### src/rtl/bus_xfer_ctrl.sv
// Bus transfer sequencer: drives one source oenable, lets the bus settle, then pulses one destination wenable.
// Optional feature macro XFER_SNOOP_EN adds snoop_data, which captures the bus value on each completed write.
module bus_xfer_ctrl #(
    parameter int NREGS         = 8,
    parameter int WIDTH         = 8,
    parameter int SETTLE_CYCLES = 1,
    localparam int SELW         = $clog2(NREGS)
) (
    input  logic             clk,
    input  logic             rst_n,
    input  logic             req_valid,
    output logic             req_ready,
    input  logic [SELW-1:0]  req_src,
    input  logic [SELW-1:0]  req_dst,
    input  logic [WIDTH-1:0] bus_in,
    output logic [NREGS-1:0] oenable,
    output logic [NREGS-1:0] wenable,
    output logic             busy,
    output logic             done,
    output logic             err
`ifdef XFER_SNOOP_EN
    ,
    output logic [WIDTH-1:0] snoop_data
`endif
);

    typedef enum logic [1:0] {IDLE, DRIVE, WRITE, REJECT} state_t;

    state_t           state, state_nxt;
    logic [SELW-1:0]  src_q, dst_q, src_nxt, dst_nxt;
    logic [3:0]       cnt_q, cnt_nxt;
    logic             legal;
    logic [NREGS-1:0] oen_nxt, wen_nxt;
    logic             ready_nxt, busy_nxt, done_nxt, err_nxt;

    assign legal = (int'(req_src) < NREGS) && (int'(req_dst) < NREGS) && (req_src != req_dst);

    // Outputs are decoded from the next state so the registered enables line up with the state they belong to.
    always_comb begin
        state_nxt = state;
        src_nxt   = src_q;
        dst_nxt   = dst_q;
        cnt_nxt   = cnt_q;
        case (state)
            IDLE: begin
                if (req_valid) begin
                    src_nxt = req_src;
                    dst_nxt = req_dst;
                    if (legal) begin
                        state_nxt = DRIVE;
                        cnt_nxt   = 4'(SETTLE_CYCLES - 1);
                    end else begin
                        state_nxt = REJECT;
                    end
                end
            end
            DRIVE: begin
                if (cnt_q != 4'd0) cnt_nxt = cnt_q - 4'd1;
                else               state_nxt = WRITE;
            end
            WRITE:   state_nxt = IDLE;
            REJECT:  state_nxt = IDLE;
            default: state_nxt = IDLE;
        endcase

        oen_nxt = '0;
        wen_nxt = '0;
        if (state_nxt == DRIVE || state_nxt == WRITE) oen_nxt = NREGS'(1) << src_nxt;
        if (state_nxt == WRITE)                       wen_nxt = NREGS'(1) << dst_nxt;
        ready_nxt = (state_nxt == IDLE);
        busy_nxt  = (state_nxt != IDLE);
        done_nxt  = (state == WRITE);
        err_nxt   = (state == REJECT);
    end

    always_ff @(posedge clk or negedge rst_n) begin
        if (!rst_n) begin
            state <= IDLE;
            src_q <= '0;
            dst_q <= '0;
            cnt_q <= '0;
        end else begin
            state <= state_nxt;
            src_q <= src_nxt;
            dst_q <= dst_nxt;
            cnt_q <= cnt_nxt;
        end
    end

    // Reset drops every enable at once so an aborted transfer can never leave two drivers on the bus.
    always_ff @(posedge clk or negedge rst_n) begin
        if (!rst_n) begin
            oenable   <= '0;
            wenable   <= '0;
            req_ready <= 1'b1;
            busy      <= 1'b0;
            done      <= 1'b0;
            err       <= 1'b0;
        end else begin
            oenable   <= oen_nxt;
            wenable   <= wen_nxt;
            req_ready <= ready_nxt;
            busy      <= busy_nxt;
            done      <= done_nxt;
            err       <= err_nxt;
        end
    end

`ifdef XFER_SNOOP_EN
    always_ff @(posedge clk or negedge rst_n) begin
        if (!rst_n)              snoop_data <= '0;
        else if (state == WRITE) snoop_data <= bus_in;
    end
`else
    logic unused_bus;
    assign unused_bus = ^bus_in;
`endif

endmodule

### config.mk
export PLATFORM = sky130hd
export DESIGN_NAME = bus_xfer_ctrl
export DESIGN_NICKNAME = d
export VERILOG_FILES = /design/src/rtl/bus_xfer_ctrl.sv
export SDC_FILE = /design/constraint.sdc
export NUM_CORES = 1
export LEC_CHECK = 0
export ABC_AREA = 1
export BUFFER_PORTS_ARGS = -buffer_cell sky130_fd_sc_hd__buf_2
export CAP_MARGIN = 20
export CORE_MARGIN = 1
export CORE_UTILIZATION = 46
export CTS_BUF_LIST = sky130_fd_sc_hd__clkbuf_16
export DETAILED_ROUTE_END_ITERATION = 10
export GPL_TIMING_DRIVEN = 0
export PLACE_DENSITY_LB_ADDON = 0.05
export SETUP_SLACK_MARGIN = 0.1
export SLEW_MARGIN = 20
export SYNTH_ARGS = -nofsm -noshare
export SYNTH_HDL_FRONTEND = slang
export SYNTH_SLANG_ARGS = --single-unit
### constraint.sdc
create_clock -name clk -period 1.81 [get_ports clk]
set_clock_uncertainty 0.15 [all_clocks]
set_input_delay 0 -clock clk [delete_from_list [all_inputs] [get_ports clk]]
set_output_delay 0 -clock clk [all_outputs]
set_load 0.1 [all_outputs]
==> impl_metrics.toml, run 1 <==
[synth]
ys_seq_elements = 32
netlist_instances = 150
syn_avg_cell_area_um2 = 9.18
synth-seq-area-share_pct = 58.3
syn_area_um2 = 1380
syn-num-nets = 172
ys_types = 15
yosys_warnings = 0

[hold_path]
hold-path-endpoint = "src_q[1]$_DFF_PN0_"
min_path_type = "in -> reg"
hold_depth = 5
hp-start = "req_valid"

[clock_tree]
numCtsBuffers = 5
clockBufferDepth = 2
cts_tree = "built"
htree_levels = 2
clock_sinks = 32
clk_latency_ns = 0.27
path_clk_slew_ns = 0.05
cts-root-buf = "clkbuf_16"

[global_route]
antenna_found_initial = 0
grtUsageMet3_pct = 6.45
grt.met1_usage_pct = 21.4
grt_pass1_wl_um = 4470
grtUsageMet2_pct = 31.3
top_usage_layer = "met2"
grt_pass1_vias = 1046
grtUsageTotal_pct = 19.0
grt-ovfl-total = 0
grt_start_max_net_pins = 33

[layout]
nNetsFinal = 226
layout-drive-gt1-share_pct = 47.3
fin_cells = 236
fillers = 199
fin_util_pct = 71.6
num_antenna_cells = 0
syn2layout_area_growth_pct = 45.9

[worst_setup_path]
required_ns = 1.87
cpMaxStageDelayCell = "dfrtp_1"
worstSetupPathType = "reg -> reg"
regToRegEndpoint = "oenable[4]$_DFF_PN0_"
cp_common_cell = "nor2_2"
end_kind = "register"
r2r-start = "state[0]$_DFF_PN0_"
worstPathArrival_ns = 1.81
cp_top_family = "simple AND/OR/NAND/NOR gates"
slowest_delay_ns = 0.41
reg2reg_depth = 9
start_kind = "register"
path_cells = "nor2_2 > nand2_1 > nor2_2 > nand2_2 > o21ai_4 > inv_2 > ha_4 > nand2_4 > nor2_4"
path_max_fanout = 4
path_buf_inv = 1
ff2ff_setup_slack_ns = 0.06

[detailed_routing]
vias = 1083
drt_iter0_markers = 53
wl_um = 2790
routed_via_density = 4.59
first_pass_iters = 7
drc = 10
ant_nets = 0
wl_per_cell_um = 11.8

[timing]
final.min_clock_period_ns = 1.75
max_freq_ghz = 0.571
rsz0062_at_grt = "yes"
final_hold_viol_count = 0
timing.final.crit_share_pct = 96.8
slew_headroom_pct = 53.1
worst_pin_slew_ns = 0.703
setup_ws_ns = 0.0584
setup_viol = 0
slew_violations = 0

[run_status]
status = "complete, but fails checks"
violations = "design-rule violations"

[die]
core_um2 = 2810
fp.dieH_um = 56.7
die_w_um = 56.7
start_util_pct = 49.1
fp.dieArea_um2 = 3210
io_pins = 37
rows = 19

[place]
io_buffers = 28
dp_cells = 209
place_hpwl_um = 1640
pre_cts_slack_ns = -0.136
gp_congestion = 0.744

[run]
drv_cap = 0
-- cells in the final DEF (no fill, tap or decap), types with 2 or more instances in the layout --
master	netlist	routed
nand2_1	31	28
clkinv_2	0	2
dlygate4sd3_1	0	7
nor2_4	0	3
ha_4	0	2
buf_4	0	11
o21ai_4	0	3
dfrtp_1	31	31
nor2_1	29	16
buf_2	0	28
nand2_4	1	4
ha_1	5	2
nand3_1	5	5
nor2_2	1	11
clkbuf_16	0	5
nand2_2	11	10
o21ai_2	6	4
inv_2	6	8
inv_1	20	17
-- worst register-to-register path, stage by stage (launching register included) --
cell and delay [ns]:
dfrtp_1 0.41, nor2_2 0.15, nand2_1 0.08, nor2_2 0.09, nand2_2 0.09, o21ai_4 0.16, inv_2 0.07, ha_4 0.30
nand2_4 0.09, nor2_4 0.10
-- stage by stage --
| stage | setup TNS (ns) | cell area [µm²] | hold WS [ns] |
|---|---|---|---|
| after floorplan | 0 | 1380 | -0.446 |
| after global placement | -1.01 | 1560 | -0.0804 |
| after detailed placement | -0.973 | 1560 | -0.0647 |
| after CTS | 0 | 1900 | 0.00383 |
| after global routing | -0.369 | 2010 | 0.131 |
| final | 0 | 2010 | 0.109 |
-- layout make-up --
type,instances,area (µm²),share of cell area [%]
Buffer,1,20.0,0.997
Clock buffer,5,125,6.23
Clock inverter,3,13.8,0.685
Inverter,26,101,5.05
Multi-Input combinational cell,91,603,30.0
Sequential cell,32,802,39.9
Tap cell,31,38.8,1.93
Timing Repair Buffer,47,304,15.1
-- logic make-up (layout without fill, tap and decap cells) --
logic type / after synthesis / in the layout / share of synthesized area, %
fa+ha+maj: 5 / 5 / 4.55
flops: 32 / 32 / 58.3
compound gates: 7 / 7 / 4.18
simple gates: 78 / 78 / 24.5
buf+inv: 27 / 82 / 7.91
xor+xnor: 1 / 1 / 0.636
-- layer usage --
layer	part of all wire [%]	vias up
li1	-	551
met1	42	494
met2	52	32
met3	4.7	6
met4	1.9	0
met5	0	-
-- registers in the layout, indices dropped and copies added (netlist names) --
signal     flops
busy           1
cnt_q          4
done           1
dst_q          3
err            1
oenable        8
req_ready      1
src_q          3
state          2
wenable        8
-- what timing repair did --
action / CTS / global route
pin swaps: 19 / 13
gates resized for setup: 18 / 19
hold buffers: 7 / 0
setup endpoints to repair: 16 / 17
hold endpoints to repair: 51 / 0
setup buffers: 8 / 4
-- Yosys cell counts --
| cell type | instances | share of area (%) |
|---|---|---|
| inv_1 | 20 | 5.5 |
| dfstp_2 | 1 | 1.9 |
| nand2_4 | 1 | 0.82 |
| buf_6 | 1 | 0.82 |
| nor2_2 | 1 | 0.45 |
| inv_2 | 6 | 1.6 |
| nand2_1 | 31 | 8.5 |
| ha_1 | 5 | 4.5 |
| o21ai_0 | 1 | 0.36 |
| xnor2_1 | 1 | 0.64 |
| dfrtp_1 | 31 | 56 |
| nand3_1 | 5 | 1.8 |
| nand2_2 | 11 | 5.0 |
| o21ai_2 | 6 | 3.8 |
| nor2_1 | 29 | 7.9 |
-- worst max path at each step --
| stage | from | cells after the start | slack (ns) | end |
|---|---|---|---|---|
| after floorplan | state[1]$_DFF_PN0_ | 9 | 0.10 | oenable[5]$_DFF_PN0_ |
| after global placement | state[1]$_DFF_PN0_ | 9 | -0.13 | oenable[1]$_DFF_PN0_ |
| after detailed placement | state[1]$_DFF_PN0_ | 9 | -0.14 | oenable[7]$_DFF_PN0_ |
| after CTS | state[0]$_DFF_PN0_ | 9 | 0.04 | oenable[4]$_DFF_PN0_ |
| after global routing | state[1]$_DFF_PN0_ | 9 | -0.07 | oenable[0]$_DFF_PN0_ |
| final | state[0]$_DFF_PN0_ | 9 | 0.06 | oenable[4]$_DFF_PN0_ |
Power of run 1 is left out: the tool's default activity adds up to more than one toggle a clock period on the data nets, which glitch-free logic cannot reach.
==> run 2, diff against run 1 <==
--- a/config.mk
+++ b/config.mk
@@ -5,11 +5,10 @@
 export SDC_FILE = /design/constraint.sdc
 export NUM_CORES = 1
 export LEC_CHECK = 0
-export ABC_AREA = 1
 export BUFFER_PORTS_ARGS = -buffer_cell sky130_fd_sc_hd__buf_2
 export CAP_MARGIN = 20
 export CORE_MARGIN = 1
-export CORE_UTILIZATION = 46
+export CORE_UTILIZATION = 45
 export CTS_BUF_LIST = sky130_fd_sc_hd__clkbuf_16
 export DETAILED_ROUTE_END_ITERATION = 10
 export GPL_TIMING_DRIVEN = 0
==> run 2 against run 1 <==
Against the previous run: the flow finishes with violations (negative setup slack); non-clock buffer count is 4 higher; design area is 0.93% lower; global-route usage is 0.98 points higher; register-to-register slack worse by 0.31 ns; critical path type unchanged; critical endpoint is now oenable[3]$_DFF_PN0_.
==> impl_metrics.toml, run 2 <==
[die]
die_w_um = 56.1
io_pins = 37
rows = 19
core_um2 = 2760
fp.dieArea_um2 = 3140
start_util_pct = 47.7
fp.dieH_um = 56.1

[global_route]
grt_start_max_net_pins = 33
grt-ovfl-total = 0
grt_pass1_vias = 1005
grt_pass1_wl_um = 4630
grtUsageTotal_pct = 20.0
antenna_found_initial = 0

[clock_tree]
cts-root-buf = "clkbuf_16"
numCtsBuffers = 5
cts_tree = "built"
clock_sinks = 32
clockBufferDepth = 2
path_clk_slew_ns = 0.05
clk_latency_ns = 0.27
htree_levels = 2

[layout]
fin_util_pct = 72.1
num_antenna_cells = 0
mostFrequentLayoutCell = "dfrtp_1"
reg_top3 = "oenable: 8 flops, wenable: 8 flops, cnt_q: 4 flops"
mostFrequentLayoutCells = "31 x dfrtp_1, 28 x buf_2, 10 x buf_4, 9 x nor2_1, 8 x dlygate4sd3_1"
layout-drive-gt1-share_pct = 50.3
syn2layout_area_growth_pct = 51.3
fin_area_um2 = 1990
nNetsFinal = 189

[synth]
synth_common_cells = "31 x dfrtp_1, 15 x nor2_1, 12 x inv_1"
syn-num-nets = 133
synth-async-reset-ratio_pct = 100
synthFlopType = "dfrtp_1"
ys_types = 26
netlist.area_leader.share_pct = 59.0
syn_avg_cell_area_um2 = 11.8
post-synth-top-count-cell = "dfrtp_1"
yosys_warnings = 0
ys_seq_elements = 32
synth-seq-area-share_pct = 61.0
yosysTopAreaCell = "dfrtp_1"
syn_area_um2 = 1320
netlist_instances = 111
synthTopCellsByArea = "dfrtp_1 59%, ha_1 4.8%, nor2_1 4.3%"
synth_edf_count = 0

[detailed_routing]
wl_per_cell_um = 14.1
ant_nets = 0
wl_um = 2790
top_layer_used = "met4"
dr_wl_met3_um = 105
wl_met1_um = 1170
drt_iter0_markers = 20
vias = 988
first_pass_iters = 4
drc = 0
wl_met2_um = 1440
routed_via_density = 4.99

[timing]
slew_headroom_pct = 53.5
rsz0062_at_grt = "yes"
final.min_clock_period_ns = 2.06
slew_violations = 0
timing.final.crit_share_pct = 114
max_freq_ghz = 0.486
setup_ws_ns = -0.250
worst_pin_slew_ns = 0.697
setup_viol = 20
final_hold_viol_count = 0

[run_status]
violations = "negative setup slack"
status = "complete, but fails checks"

[worst_setup_path]
required_ns = 1.86
worstPathArrival_ns = 2.11
end_kind = "register"
path_max_fanout = 9
worstSetupPathType = "reg -> reg"
reg2reg_depth = 9
start_kind = "register"

[place]
pre_cts_slack_ns = -0.306
placedInstanceArea_um2 = 1530
io_buffers = 28
gp_congestion = 0.692
place_hpwl_um = 1580

[run]
drv_cap = 0

[hold_path]
hold_depth = 5
min_path_type = "in -> reg"
-- run 2: cell types whose count changed after synthesis, moves of 6 or more --
cell and delta:
nand2_1 -27, nor2_1 -14, nand2_2 -11, inv_1 -8
inv_2 -6, o21ai_2 -6
-- run 2: worst max-delay path, cell delays in order (launching register included) --
cell	delay (ns)
dfrtp_1	0.37
buf_6	0.14
nor2_1	0.17
and4_4	0.26
a22oi_2	0.10
buf_12	0.15
ha_4	0.26
inv_2	0.03
or2_4	0.26
nor3_2	0.10
-- run 2: area by class of cell --
cell class | count | area [µm²]
clock buffer | 5 | 125
sequential | 32 | 802
tap | 31 | 38.8
fill | 213 | 768
multi-input combinational | 64 | 599
clock inverter | 2 | 7.51
inverter | 12 | 45.0
buffer | 3 | 33.8
timing repair buffer | 49 | 338
-- run 2: through the flow --
stage,setup TNS (ns),hold slack (ns),instances
after CTS,-1.92,-0.0895,192
final,-2.54,0.114,198
after floorplan,-0.807,-0.446,111
after detailed placement,-2.87,-0.0588,170
after global routing,-4.33,0.176,198
after global placement,-2.43,-0.0807,170
-- run 2: logic make-up after synthesis --
group	after synthesis	share of synthesized area, %
AO/OA/AOI/OAI	9	4.85
XOR/XNOR	3	2.00
adder cells (fa/ha/maj)	5	4.76
buffers and inverters	15	5.52
flip-flops	32	61.0
multiplexers	6	4.76
AND/OR/NAND/NOR	41	17.1
-- run 2: timing repair --
item,4_1_cts,5_1_grt
setup endpoints to repair,24,24
hold buffers,7,1
hold endpoints to repair,46,1
pin swaps,10,4
setup buffers,8,5
gates resized for setup,18,18
-- run 2: metal layers --
| metal | global-route usage, % | vias up |
|---|---|---|
| met3 | 6.74 | 7 |
| met4 | 11.5 | 0 |
| met5 | 0 | - |
| li1 | - | 478 |
| met2 | 30.8 | 20 |
| met1 | 24.5 | 483 |
-- run 2: worst paths after layout --
path,from,end,slack (ns)
worst max-delay path,state[1]$_DFF_PN0_,oenable[3]$_DFF_PN0_,-0.25
worst min-delay path,req_valid,cnt_q[0]$_DFFE_PN0P_,0.11
worst max register to register,state[1]$_DFF_PN0_,oenable[3]$_DFF_PN0_,-0.25
worst min register to register,src_q[2]$_DFF_PN0_,src_q[2]$_DFF_PN0_,0.38
max in group asynchronous,rst_n,err$_DFF_PN0_,0.89
min in group asynchronous,rst_n,oenable[2]$_DFF_PN0_,0.17
Power of run 2 is left out for the same reason.
==> run 3, diff against run 2 <==
--- a/config.mk
+++ b/config.mk
@@ -5,7 +5,7 @@
 export SDC_FILE = /design/constraint.sdc
 export NUM_CORES = 1
 export LEC_CHECK = 0
-export BUFFER_PORTS_ARGS = -buffer_cell sky130_fd_sc_hd__buf_2
+export BUFFER_PORTS_ARGS = -buffer_cell sky130_fd_sc_hd__buf_4
 export CAP_MARGIN = 20
 export CORE_MARGIN = 1
 export CORE_UTILIZATION = 45
==> run 3 against run 2 <==
Against the previous run: the flow still finishes with violations (negative setup slack); clock-buffer cell count is the same; sequential cell count is the same; design area grew 2.5%; hold slack lost 0.056 ns; sequential share of layout area shrank 0.97 points; non-clock buffer count shrank 1; core utilization grew 1.8 points; maximum frequency shrank 1.0%.
==> impl_metrics.toml, run 3 (synthesis gave the netlist of run 2 again) <==
[run_status]
status = "complete, but fails checks"
violations = "negative setup slack"

[layout]
fillers = 197
mostFrequentLayoutCells = "38 x buf_4, 31 x dfrtp_1, 15 x nor2_1, 8 x dlygate4sd3_1, 7 x inv_1"
nNetsFinal = 188
mostFrequentLayoutCell = "buf_4"
syn2layout_area_growth_pct = 55.0
reg_top3 = "oenable: 8 flops, wenable: 8 flops, cnt_q: 4 flops"
layout-drive-gt1-share_pct = 46.4
num_antenna_cells = 0

[global_route]
grtUsageTotal_pct = 20.4
grt_start_max_net_pins = 33
grt_pass1_wl_um = 4750
antenna_found_initial = 0
grt-ovfl-total = 0
grt_pass1_vias = 1058

[detailed_routing]
drt_iter0_markers = 16
wl_um = 2790
first_pass_iters = 4
drc = 0
wl_per_cell_um = 14.2
routed_via_density = 5.03
vias = 990
ant_nets = 0

[die]
io_pins = 37
die_w_um = 56.1
rows = 19
start_util_pct = 47.7
fp.dieArea_um2 = 3140
core_um2 = 2760
fp.dieH_um = 56.1

[worst_setup_path]
worstPathArrival_ns = 2.12
required_ns = 1.85
path_cells = "inv_2 > ha_4 > nor4bb_1 > or3_1 > buf_6 > ha_4 > inv_2 > or2_4 > nor3_2"
end_kind = "register"
cpMaxStageDelayCell = "or3_1"
reg2reg_depth = 9
slowest_delay_ns = 0.38
r2r-start = "cnt_q[1]$_DFFE_PN0P_"
ff2ff_setup_slack_ns = -0.27
path_max_fanout = 4
worstSetupPathType = "reg -> reg"
regToRegEndpoint = "oenable[3]$_DFF_PN0_"
start_kind = "register"

[timing]
final_hold_viol_count = 0
setup_ws_ns = -0.271
max_freq_ghz = 0.481
slew_headroom_pct = 73.1
final.min_clock_period_ns = 2.08
slew_violations = 0
setup_viol = 20
rsz0062_at_grt = "yes"
fin_setup_tns_ns = -3.32
timing.final.crit_share_pct = 115
worst_pin_slew_ns = 0.404

[run]
drv_cap = 0

[clock_tree]
clk_latency_ns = 0.27
htree_levels = 2
clockBufferDepth = 2
cts_tree = "built"
numCtsBuffers = 5
clock_sinks = 32
path_clk_slew_ns = 0.05
cts-root-buf = "clkbuf_16"

[hold_path]
min_path_type = "in -> async"

[place]
gp_congestion = 0.680
io_buffers = 28
place_hpwl_um = 1680
pre_cts_slack_ns = -0.346
run 3: cell count changes in the layout (fill, tap and decap cells not counted), moves of 2 or more:
cell	delta
nor2_1	+6
o41ai_1	-2
o41ai_2	+2
nor2_2	-6
buf_4	+28
buf_2	-28
run 3: critical path, delay by kind of cell, from the launching register on:
| kind | cells | cell delay (ns) |
|---|---|---|
| buffers and inverters | 3 | 0.24 |
| flip-flops | 1 | 0.36 |
| AND/OR/NAND/NOR | 4 | 0.85 |
| adder cells (fa/ha/maj) | 2 | 0.41 |
run 3: timing repair:
action	in CTS	in global routing
hold endpoints to repair	50	0
hold buffers	8	0
setup buffers	12	1
resized for setup	26	6
endpoints found under the setup margin	24	26
pin swaps	12	7
run 3: how the worst max path moves through the flow:
| stage | end | startpoint | slack (ns) |
|---|---|---|---|
| final | oenable[3]$_DFF_PN0_ | cnt_q[1]$_DFFE_PN0P_ | -0.27 |
| after global routing | oenable[3]$_DFF_PN0_ | cnt_q[1]$_DFFE_PN0P_ | -0.34 |
| after CTS | oenable[3]$_DFF_PN0_ | cnt_q[0]$_DFFE_PN0P_ | -0.22 |
| after detailed placement | wenable[3]$_DFF_PN0_ | state[1]$_DFF_PN0_ | -0.35 |
| after global placement | oenable[3]$_DFF_PN0_ | cnt_q[0]$_DFFE_PN0P_ | -0.28 |
| after floorplan | oenable[3]$_DFF_PN0_ | cnt_q[0]$_DFFE_PN0P_ | -0.19 |
run 3: routing by layer:
metal	up-vias	GRT usage [%]	part of all wire, %
met3	4	6.51	3.2
met1	494	24.7	42
met5	-	0	0
met2	19	33.5	53
li1	473	-	-
met4	0	9.06	1.4
run 3: final cells by class:
type / instances / area [µm²] / share of cell area, %
inverter: 12 / 45.0 / 2.21
timing repair buffer: 48 / 388 / 19.0
clock inverter: 2 / 7.51 / 0.368
multi-input combinational: 64 / 598 / 29.3
buffer: 3 / 33.8 / 1.66
sequential: 32 / 802 / 39.3
tap: 31 / 38.8 / 1.90
clock buffer: 5 / 125 / 6.14
run 3: metrics by stage:
step	cells	hold WS (ns)	area, µm²	utilization [%]
after CTS	197	0.0612	2000	72.4
final	197	0.0585	2040	73.9
after floorplan	111	-0.446	1350	-
after global placement	170	-0.201	1600	58.0
after global routing	197	0.104	2040	73.9
after detailed placement	170	-0.192	1600	58.0
Power of run 3 is left out for the same reason.
